--- src/rtl/jt51_pkg.sv ---
// rtl/jt51_pkg.sv - shared constants and types for the jt51 operator slot logic
package jt51_pkg;

    localparam int SLOTS = 32;

    // Each operator owns an 8-slot bank; the bank number is slot[4:3].
    localparam logic [4:0] SLOT_M1 = 5'd0;
    localparam logic [4:0] SLOT_M2 = 5'd8;
    localparam logic [4:0] SLOT_C1 = 5'd16;
    localparam logic [4:0] SLOT_C2 = 5'd24;

    localparam logic [4:0] SLOT_BASE [4] = '{SLOT_M1, SLOT_M2, SLOT_C1, SLOT_C2};

    typedef struct packed {
        logic       valid;
        logic [2:0] ch;
        logic [3:0] sl;
    } kon_req_t;

endpackage

--- src/rtl/jt51_sh.sv ---
// rtl/jt51_sh.sv - clock-enabled shift register, width bits by stages deep
module jt51_sh #(
    parameter int width  = 2,
    parameter int stages = 2
) (
    input  logic             clk,
    input  logic             rst,
    input  logic             cen,
    input  logic [width-1:0] din,
    output logic [width-1:0] drop
);

    logic [width-1:0] bits [stages];

    always_ff @(posedge clk) begin
        if (rst) begin
            for (int i = 0; i < stages; i++) bits[i] <= '0;
        end else if (cen) begin
            bits[0] <= din;
            for (int i = 1; i < stages; i++) bits[i] <= bits[i-1];
        end
    end

    assign drop = bits[stages-1];

endmodule

--- src/rtl/jt51_pg_sched.sv ---
// rtl/jt51_pg_sched.sv - key-on scheduler producing per-slot phase reset for the PG pipeline
module jt51_pg_sched
    import jt51_pkg::*;
#(
    parameter int SLOTS = jt51_pkg::SLOTS
) (
    input  logic       clk,
    input  logic       rst,
    input  logic       cen,
    input  logic       kon_we,
    input  logic [2:0] kon_ch,
    input  logic [3:0] kon_sl,
    output logic       kon_ready,
    output logic       zero,
    output logic [4:0] slot_I,
    output logic       pg_rst_III,
    output logic       keyon_III
);

    logic [SLOTS-1:0] kon;
    logic [SLOTS-1:0] rise;
    logic [SLOTS-1:0] kon_next;
    kon_req_t         pend;
    logic             frame_end;

    assign frame_end = cen && (slot_I == 5'd31);
    assign kon_ready = ~pend.valid;
    assign zero      = (slot_I == 5'd0);

    // Slot index is {operator bank, channel}: no adders involved.
    always_comb begin
        kon_next = kon;
        for (int op = 0; op < 4; op++) begin
            kon_next[{SLOT_BASE[op][4:3], pend.ch}] = pend.sl[op];
        end
    end

    always_ff @(posedge clk) begin
        if (rst) begin
            slot_I <= 5'd0;
            kon    <= '0;
            rise   <= '0;
            pend   <= '0;
        end else begin
            if (cen) slot_I <= slot_I + 5'd1;
            if (frame_end) begin
                if (pend.valid) begin
                    kon        <= kon_next;
                    rise       <= kon_next & ~kon;
                    pend.valid <= 1'b0;
                end else begin
                    rise <= '0;
                end
            end
            // Capture ignores cen; a commit on this edge does not reopen the slot.
            if (kon_we && !pend.valid) begin
                pend.valid <= 1'b1;
                pend.ch    <= kon_ch;
                pend.sl    <= kon_sl;
            end
        end
    end

    jt51_sh #(
        .width (2),
        .stages(2)
    ) u_delay (
        .clk (clk),
        .rst (rst),
        .cen (cen),
        .din ({rise[slot_I], kon[slot_I]}),
        .drop({pg_rst_III, keyon_III})
    );

endmodule

--- config.mk ---
export PLATFORM = sky130hd
export DESIGN_NAME = jt51_pg_sched
export DESIGN_NICKNAME = d
export VERILOG_FILES = /design/src/rtl/jt51_pkg.sv /design/src/rtl/jt51_sh.sv /design/src/rtl/jt51_pg_sched.sv
export SDC_FILE = /design/constraint.sdc
export NUM_CORES = 1
export LEC_CHECK = 0
export ABC_AREA = 1
export ABC_CLOCK_PERIOD_IN_PS = 2100
export BUFFER_PORTS_ARGS = -buffer_cell sky130_fd_sc_hd__buf_2
export CAP_MARGIN = 20
export CORE_ASPECT_RATIO = 0.7
export CORE_MARGIN = 8
export CORE_UTILIZATION = 61
export CTS_CLUSTER_DIAMETER = 80
export CTS_CLUSTER_SIZE = 10
export DETAILED_ROUTE_END_ITERATION = 8
export MAX_ROUTING_LAYER = met4
export PLACE_DENSITY = 0.83
export RECOVER_POWER = 25
export SYNTH_ARGS = -nofsm -noshare
export SYNTH_HDL_FRONTEND = slang
export SYNTH_HIERARCHICAL = 1
export SYNTH_SLANG_ARGS = --single-unit
--- constraint.sdc ---
create_clock -name clk -period 2.1 [get_ports clk]
set_input_delay 0 -clock clk [delete_from_list [all_inputs] [get_ports clk]]
set_output_delay 0 -clock clk [all_outputs]
set_load 0.01 [all_outputs]
==> results.cfg, run 1 <==
[power_and_ir_drop]
swShare_pct = 28.1
p_leak_uw = 0.00189
ir_drop_v = 0.000715
cellInternalPower_uw = 2210
power.switching_uw = 867
pwr-share-seq_pct = 52.4
pwr_density_cell_nw_per_um2 = 685
p_comb_share_pct = 10.8
clkPwrFrac_pct = 36.8

[timing]
finalSetupTns_ps = 0
setup_viol = 0
fin_ws_ps = 171
drv_slew = 0
rsz0062_at_grt = no
fin_crit_ps = 1930
skew_ps = 11.8
relSlewSlack_pct = 33.8
fmax_ghz = 0.518
worst_pin_slew_ps = 993
finalHoldViolations = 0
period_share_pct = 91.8

[synth]
seq_area_frac_synth_pct = 40.5
synth_area_leader_cell = dfxtp_1
synth-simple-area-share_pct = 23.0
ys_warn_count = 6
synthXorXnorAreaFrac_pct = 0
synth_area_leaders = dfxtp_1 38%, nand2_1 12%, inv_1 7.1%
synth_fp_nets = 570
synth_top_family_by_area = compound AO/OA/AOI/OAI gates
synth.top_cell.area_share_pct = 37.5
ys_types = 32
synth_compound_area_share_pct = 23.4
synth_fa_ha_area_share_pct = 0.914
syn_area_um2 = 4110
synth_area_per_cell_um2 = 7.38
netlist_instances = 556
synth_seq_cells = 81
synthMuxAreaShare_pct = 0

[clocking]
cts.clk_slew.worst_paths_ps = 80
cts_root_buf = clkbuf_8
cts_sinks = 81
ctsLongestPathBuffers = 2
cts_buffers = 9
cts.repair.resized = 0
htree_levels = 3
clk_latency_ps = 360
tritoncts = built

[global_route]
grt_antenna_before_repair = 0
grt_max_degree = 43
grt_pass1_wl_um = 18000
grt_pass1_vias = 3774
grt_use_total_pct = 23.7
grt.overflow.total = 0

[die]
die_area_um2 = 9650
die_height_um = 84.6
rows = 25
core_area_um2 = 6630
initial_core_util_pct = 61.9
io_pins = 20
fp.dieW_um = 114

[setup_path]
start_kind = flip-flop
rr_worst_depth = 12
regToRegEndpoint = rise[21]$_SDFFE_PP0P_
r2r_slack_ps = 170
end_kind = flip-flop
path_max_fanout = 19
cp.arrival_ps = 2200
required_ps = 2370
r2r_start = slot_I[0]$_SDFFE_PP0P_
crit_type = flip-flop to flip-flop

[place]
io_buffers = 19
place_area_um2 = 4210
place_congestion = 0.886
dp_slack_ps = 153
dpl.hpwl_um = 7150

[cells_and_area]
stdcell_area_um2 = 4500
seq_area_um2 = 1660
nNetsFinal = 585
drive_gt1_share_pct = 11.1
multi_input_area_um2 = 1940
fill_cells = 572
n_antenna_cell = 0
area_growth_pct = 9.54

[detailed_routing]
wl_per_cell_um = 16.1
drc_errors = 0
via_per_inst = 5.87
drtAntennaViolNets = 0
drtPass1Iterations = 7
dr_total_vias = 3933
dr.first_iter.drc_count = 423
wl_um = 10800

[worst_hold_path]
worst_hold_path.endpoint = slot_I[0]$_SDFFE_PP0P_
holdPathStages = 3
hp-class = primary input to flip-flop
holdCritStartpoint = cen

[run]
maxCapViolations = 0

[outcome]
status = finished clean
[power groups by stage]
stage / Sequential [µW] / Combinational (µW) / Clock, µW
after floorplan: 1620 / 242 / 0
after global placement: 1650 / 313 / 0
after detailed placement: 1650 / 317 / 0
after CTS: 1610 / 330 / 1140
after global routing: 1620 / 370 / 1220
final: 1620 / 333 / 1130
[synth_stat cells (all sizes together)]
library cell	instances
nand2	128
inv	82
dfxtp	77
o21ai	49
a21oi	38
nand3	38
nor2	31
buf	26
o211ai	22
o32ai	15
nand4	14
o22ai	14
clkbuf	7
edfxtp	4
ha	3
nor3	3
clkinv	2
a31oi	1
nor4	1
or2	1
[worst max-delay path, cell delays in order, from the launching register on]
cell	delay, ps
dfxtp_1	390
ha_1	200
inv_1	60
nor2_1	120
ha_1	200
nand2_4	80
inv_6	70
nand2_8	110
nor2_8	140
buf_12	170
buf_4	130
o211ai_4	60
o32ai_2	90
[sequential cells by signal (all words and copies together) (netlist names)]
| register | flops |
|---|---|
| slot_I | 5 |
| u_delay/bits | 4 |
| rise | 32 |
| pend | 8 |
| kon | 32 |
[per-stage QoR]
step	hold slack [ps]	utilization [%]	total power, µW	cells
final	19.6	67.8	3080	670
after global routing	62.0	67.8	3200	670
after CTS	10.6	67.6	3080	668
after detailed placement	231	63.4	1970	644
after global placement	225	63.4	1960	644
after floorplan	135	-	1860	556
[cells in the final DEF, fill, tap and decap left out, types with 3 or more instances in the layout]
| cell | instances |
|---|---|
| buf_2 | 12 |
| inv_2 | 3 |
| clkbuf_8 | 9 |
| o211ai_2 | 9 |
| buf_4 | 7 |
| nor2_1 | 30 |
| ha_1 | 3 |
| o22ai_1 | 14 |
| nor3_1 | 3 |
| o211ai_1 | 12 |
| edfxtp_1 | 4 |
| clkinvlp_4 | 3 |
| o21ai_0 | 49 |
| inv_1 | 78 |
| clkbuf_1 | 8 |
| a21oi_1 | 38 |
| nand2_1 | 126 |
| dfxtp_1 | 77 |
| o32ai_2 | 10 |
| nand3_1 | 38 |
| nand4_1 | 14 |
| o32ai_1 | 5 |
| dlygate4sd3_1 | 8 |
[area by class of cell]
type,instances,share of cell area [%]
sequential,81,37.0
inverter,84,7.12
multi-input combinational,358,43.1
timing repair buffer,37,5.84
clock inverter,7,1.59
clock buffer,9,2.75
tap,94,2.62
[how the worst max path moves through the flow]
stage,start,depth (start not counted),end
2_1_floorplan,slot_I[0]$_SDFFE_PP0P_,11,rise[29]$_SDFFE_PP0P_
3_3_place_gp,slot_I[0]$_SDFFE_PP0P_,10,rise[18]$_SDFFE_PP0P_
3_5_place_dp,slot_I[0]$_SDFFE_PP0P_,10,rise[17]$_SDFFE_PP0P_
4_1_cts,slot_I[0]$_SDFFE_PP0P_,10,rise[17]$_SDFFE_PP0P_
5_1_grt,slot_I[0]$_SDFFE_PP0P_,11,rise[18]$_SDFFE_PP0P_
6_report,slot_I[0]$_SDFFE_PP0P_,12,rise[21]$_SDFFE_PP0P_
[layer usage]
layer | track usage [%] | vias to the layer above | wire, µm
met1 | 29.3 | 1836 | 4630
met2 | 36.9 | 200 | 4910
met5 | - | - | 0
li1 | - | 1877 | -
met4 | 6.50 | 0 | 164
met3 | 6.88 | 20 | 1050
[repair_timing]
item,4_1_cts,5_1_grt
endpoints found under the hold margin,8,0
buffers inserted,0,2
setup endpoints to repair,0,7
hold buffers,8,0
[cell families (layout without fill, tap and decap cells)]
kind of cell / Yosys count / count (layout)
compound gates: 139 / 139
buf+inv: 117 / 137
flops: 81 / 81
fa+ha+maj: 3 / 3
simple gates: 216 / 216
(Power assumes the default switching activity.)
==> run 2: changes to the inputs <==
--- a/config.mk
+++ b/config.mk
@@ -6,7 +6,7 @@
 export NUM_CORES = 1
 export LEC_CHECK = 0
 export ABC_AREA = 1
-export ABC_CLOCK_PERIOD_IN_PS = 2100
+export ABC_CLOCK_PERIOD_IN_PS = 1950
 export BUFFER_PORTS_ARGS = -buffer_cell sky130_fd_sc_hd__buf_2
 export CAP_MARGIN = 20
 export CORE_ASPECT_RATIO = 0.7
==> constraint.sdc (replaced) <==
create_clock -name clk -period 1.95 [get_ports clk]
set_input_delay 0 -clock clk [delete_from_list [all_inputs] [get_ports clk]]
set_output_delay 0 -clock clk [all_outputs]
set_load 0.01 [all_outputs]
==> results.cfg, run 2 (synthesis gave the netlist of run 1 again) <==
[timing]
finalHoldViolations = 0
fmax_ghz = 0.548
setup_viol = 0
worst_pin_slew_ps = 652
hold-worst-slack_ps = 34.0
fin_ws_ps = 125
fin_crit_ps = 1830
drv_slew = 0
rsz0062_at_grt = no
finalSetupTns_ps = 0
period_share_pct = 93.6
relSlewSlack_pct = 56.4
skew_ps = 9.73

[place]
io_buffers = 19
dp_slack_ps = 37.0
place_congestion = 0.940
dpl.hpwl_um = 7130

[setup_path]
end_kind = flip-flop
path_max_fanout = 19
crit_type = flip-flop to flip-flop
crit_slowest_cell = dfxtp_2
critical_path_buf_inv_count = 3
critPathMaxStageDelay_ps = 370
cp_cell_sequence = ha_1 -> inv_1 -> nor2_1 -> ha_1 -> nand2_4 -> inv_6 -> nand2_8 -> nor2_8 -> buf_12 -> o211ai_1 -> o21ai_0
required_ps = 2240
r2r_start = slot_I[0]$_SDFFE_PP0P_
path_common_cell = ha_1
crit_family = simple AND/OR/NAND/NOR gates
start_kind = flip-flop
startpoint = slot_I[0]$_SDFFE_PP0P_
cp.arrival_ps = 2110

[cells_and_area]
nNetsFinal = 586
multi_input_area_um2 = 1940
mostFrequentLayoutCells = 126 x nand2_1, 78 x inv_1, 76 x dfxtp_1
area_growth_pct = 10.8
n_antenna_cell = 0
final_common_cell = nand2_1
largestRegisters = kon: 32 flops, rise: 32 flops, pend: 8 flops
drive_gt1_share_pct = 11.6
seq_area_um2 = 1660
fill_cells = 582

[detailed_routing]
drtAntennaViolNets = 0
dr_total_vias = 3919
wl_um = 10600
dr.first_iter.drc_count = 400
drtPass1Iterations = 5
wl_per_cell_um = 15.8
via_per_inst = 5.84
drc_errors = 0

[die]
core_area_um2 = 6630
io_pins = 20
die_height_um = 84.6
die_area_um2 = 9650
initial_core_util_pct = 61.9
rows = 25
fp.dieW_um = 114

[clocking]
cts_buffers = 9
clk_latency_ps = 360
cts_sinks = 81
htree_levels = 3
tritoncts = built
cts_root_buf = clkbuf_8
cts.clk_slew.worst_paths_ps = 90
ctsLongestPathBuffers = 2

[worst_hold_path]
holdCritStartpoint = cen
hp-class = primary input to flip-flop

[power_and_ir_drop]
ir_drop_v = 0.000441
p_leak_uw = 0.00192
pwr_density_cell_nw_per_um2 = 759

[global_route]
grt_antenna_before_repair = 0
grt_pass1_wl_um = 17400
grt_use_total_pct = 23.0
grt_max_degree = 42
grt_pass1_vias = 3550
grt.overflow.total = 0

[run]
maxCapViolations = 0

[outcome]
status = finished clean
run 2: cell count changes in the layout (fill, tap and decap cells not counted), sizes merged:
cell	delta
clkbuf	+1
clkinv	-1
buf	+2
clkinvlp	-2
inv	+1
run 2: worst paths after layout:
check	to	cells after the start	slack [ps]
setup / recovery	rise[22]$_SDFFE_PP0P_	11	120
hold / removal	slot_I[2]$_SDFFE_PP0P_	3	30
setup reg to reg	rise[22]$_SDFFE_PP0P_	11	120
hold reg to reg	rise[16]$_SDFFE_PP0P_	1	460
run 2: layer usage:
| layer | wire, µm | vias to the layer above | share of wire, % | global-route usage (%) |
|---|---|---|---|---|
| met1 | 4840 | 1837 | 46 | 30.7 |
| met4 | 124 | 0 | 1.2 | 6.62 |
| met5 | 0 | - | 0 | - |
| met2 | 4760 | 190 | 45 | 34.1 |
| met3 | 900 | 15 | 8.5 | 4.87 |
| li1 | - | 1877 | - | - |
run 2: tightest hold or removal path: stages:
cell and delay, ps:
buf_2 150, a21oi_1 140, nor3_1 60
run 2: repair_timing:
action / 4_1_cts / 5_1_grt
hold buffers: 8 / 0
setup buffers: 0 / 3
hold endpoints to repair: 8 / 0
setup endpoints to repair: 0 / 49
gates resized for setup: 0 / 1
run 2: layout make-up:
| class | instances | share of cell area [%] |
|---|---|---|
| inverter | 84 | 7.04 |
| timing repair buffer | 38 | 6.25 |
| clock inverter | 5 | 1.32 |
| sequential | 81 | 36.6 |
| tap | 94 | 2.59 |
| clock buffer | 11 | 3.58 |
| multi-input combinational | 358 | 42.7 |
run 2: metrics by stage:
stage | cell area (µm²) | total power (µW) | utilization [%] | instances
2_1_floorplan | 4110 | 2000 | - | 556
3_3_place_gp | 4210 | 2100 | 63.4 | 644
3_5_place_dp | 4210 | 2110 | 63.4 | 644
4_1_cts | 4510 | 3450 | 68.0 | 668
5_1_grt | 4550 | 3570 | 68.6 | 671
6_report | 4550 | 3450 | 68.6 | 671
run 2: power breakdown:
part / internal (µW) / leakage (µW) / switching, µW
Sequential: 1690 / 0.000667 / 50.0
Clock: 709 / 0.000111 / 648
Combinational: 105 / 0.00114 / 246
Total: 2500 / 0.00192 / 945
==> run 3: changes to the inputs <==
--- a/config.mk
+++ b/config.mk
@@ -5,13 +5,12 @@
 export SDC_FILE = /design/constraint.sdc
 export NUM_CORES = 1
 export LEC_CHECK = 0
-export ABC_AREA = 1
 export ABC_CLOCK_PERIOD_IN_PS = 1950
 export BUFFER_PORTS_ARGS = -buffer_cell sky130_fd_sc_hd__buf_2
 export CAP_MARGIN = 20
 export CORE_ASPECT_RATIO = 0.7
 export CORE_MARGIN = 8
-export CORE_UTILIZATION = 61
+export CORE_UTILIZATION = 60
 export CTS_CLUSTER_DIAMETER = 80
 export CTS_CLUSTER_SIZE = 10
 export DETAILED_ROUTE_END_ITERATION = 8
==> results.cfg, run 3 <==
[outcome]
status = finished clean

[power_and_ir_drop]
cellInternalPower_uw = 2410
p_comb_share_pct = 7.9
power_uw = 3140
clkPwrFrac_pct = 37.6
swShare_pct = 23.2
power.switching_uw = 728
pwr_density_cell_nw_per_um2 = 760
p_leak_uw = 0.00164
ir_drop_v = 0.000624
pwr-share-seq_pct = 54.5

[synth]
synth_area_leaders = dfxtp_1 42%, mux2i_1 9.0%, mux4_2 7.4%
syn_area_um2 = 3660
synth.top_cell.area_share_pct = 42.2
synth_fp_nets = 396
async_flop_share_pct = 0
synth_seq_cells = 81
yosysMostFrequentCell = dfxtp_1
netlist_instances = 382
ys_top_cells_by_count = 77 x dfxtp_1, 66 x nor2_1, 38 x nand2_1
ys_types = 37
synth_area_leader_cell = dfxtp_1
synth_flop_cell = dfxtp_1
seq_area_frac_synth_pct = 45.4
synth_edf_count = 4
ys_warn_count = 6
synth_area_per_cell_um2 = 9.57

[timing]
setup_viol = 0
drv_slew = 0
finalHoldViolations = 0
period_share_pct = 95.3
finalSetupTns_ps = 0
worst_pin_slew_ps = 581
fin_crit_ps = 1860
fmax_ghz = 0.538
rsz0062_at_grt = no
skew_ps = 9.46
relSlewSlack_pct = 61.2

[die]
die_area_um2 = 8890
rows = 23
initial_core_util_pct = 62.9
core_area_um2 = 5810
io_pins = 20
die_height_um = 81.3
fp.dieW_um = 109

[detailed_routing]
via_per_inst = 6.19
dr.first_iter.drc_count = 232
drc_errors = 0
wl_per_cell_um = 19.5
wl_um = 9420
dr_total_vias = 2998
drtAntennaViolNets = 0
drtPass1Iterations = 5

[cells_and_area]
largestRegisters = kon: 32 flops, rise: 32 flops, pend: 8 flops
area_growth_pct = 12.8
seq_area_um2 = 1660
mostFrequentLayoutCells = 75 x dfxtp_1, 63 x nor2_1, 35 x nand2_1
drive_gt1_share_pct = 19.1
fill_cells = 452
final_common_cell = dfxtp_1
n_antenna_cell = 0
multi_input_area_um2 = 1840
nNetsFinal = 419

[setup_path]
start_kind = flip-flop
rr_worst_depth = 5
required_ps = 2050
cp.arrival_ps = 1960
path_max_fanout = 15
crit_type = flip-flop to flip-flop
end_kind = flip-flop

[clocking]
tritoncts = built
post_cts_buffers = 0
htree_levels = 3
cts.clk_slew.worst_paths_ps = 80
clk_latency_ps = 350
cts_sinks = 81
cts_root_buf = clkbuf_8
cts_buffers = 9
ctsLongestPathBuffers = 2

[global_route]
grt.overflow.total = 0
grt_max_degree = 50
grt_pass1_vias = 2756
grt_use_total_pct = 22.9
grt_antenna_before_repair = 0
grt_pass1_wl_um = 14900

[place]
place_congestion = 0.959
dpl.hpwl_um = 6580
io_buffers = 19

[run]
maxCapViolations = 0

[worst_hold_path]
holdPathStages = 2
hp-class = primary input to flip-flop
-- run 3: cell type report --
cell class	count	area share [%]
inverter	4	0.364
timing repair buffer	46	7.79
sequential	81	40.3
tap	75	2.27
clock buffer	12	3.52
multi-input combinational	263	44.7
clock inverter	3	1.03
-- run 3: per-stage QoR --
step	utilization [%]	hold slack (ps)	std cells	setup WS, ps	area [µm²]
after detailed placement	65.2	241	461	-9.26	3790
after global placement	65.2	233	461	40.0	3790
after floorplan	-	147	382	8.63	3660
final	71.0	44.7	484	91.7	4130
after global routing	71.0	30.2	484	12.1	4130
after CTS	69.8	14.6	484	-37.1	4060
-- run 3: power by group through the flow --
stage | sequential, µW | clock (µW) | combinational [µW]
floorplan | 1730 | 0 | 172
global placement | 1740 | 0 | 226
detailed placement | 1740 | 0 | 231
CTS | 1710 | 1200 | 243
global route | 1710 | 1270 | 268
finish | 1710 | 1180 | 249
-- run 3: routing by layer --
metal | wire length (µm) | up-vias | track usage, %
li1 | - | 1398 | -
met1 | 4190 | 1454 | 31.3
met2 | 4250 | 137 | 32.7
met3 | 887 | 9 | 5.69
met4 | 83 | 0 | 6.71
met5 | 0 | - | -
-- run 3: timing repair --
item	CTS	global route
pin swaps	0	1
gates resized for setup	0	25
hold endpoints to repair	8	0
setup endpoints to repair	4	60
hold buffers	8	0
-- run 3: cells by family after synthesis --
family	share of synthesized area (%)
AOI/OAI and AO/OA	14.0
xor gates and xnor gates	0.719
adders and majority gates	1.03
buffers and inverters	5.75
DFF	45.4
muxes	16.4
and+or+nand+nor	16.6
-- run 3: final timing paths --
path	from	end	slack (ps)
worst max-delay path	slot_I[0]$_SDFFE_PP0P_	u_delay/bits[0][1]$_SDFFCE_PN0P_	90
worst min register to register	rise[20]$_SDFFE_PP0P_	rise[20]$_SDFFE_PP0P_	460
worst max register to register	slot_I[0]$_SDFFE_PP0P_	u_delay/bits[0][1]$_SDFFCE_PN0P_	90
worst min-delay path	rst	slot_I[3]$_SDFFE_PP0P_	40
-- run 3: worst max-delay path: stages (launching register included) --
cell	delay [ps]
dfxtp_2	370
buf_8	200
mux4_2	530
a22oi_1	230
a22oi_1	100
and3b_1	170
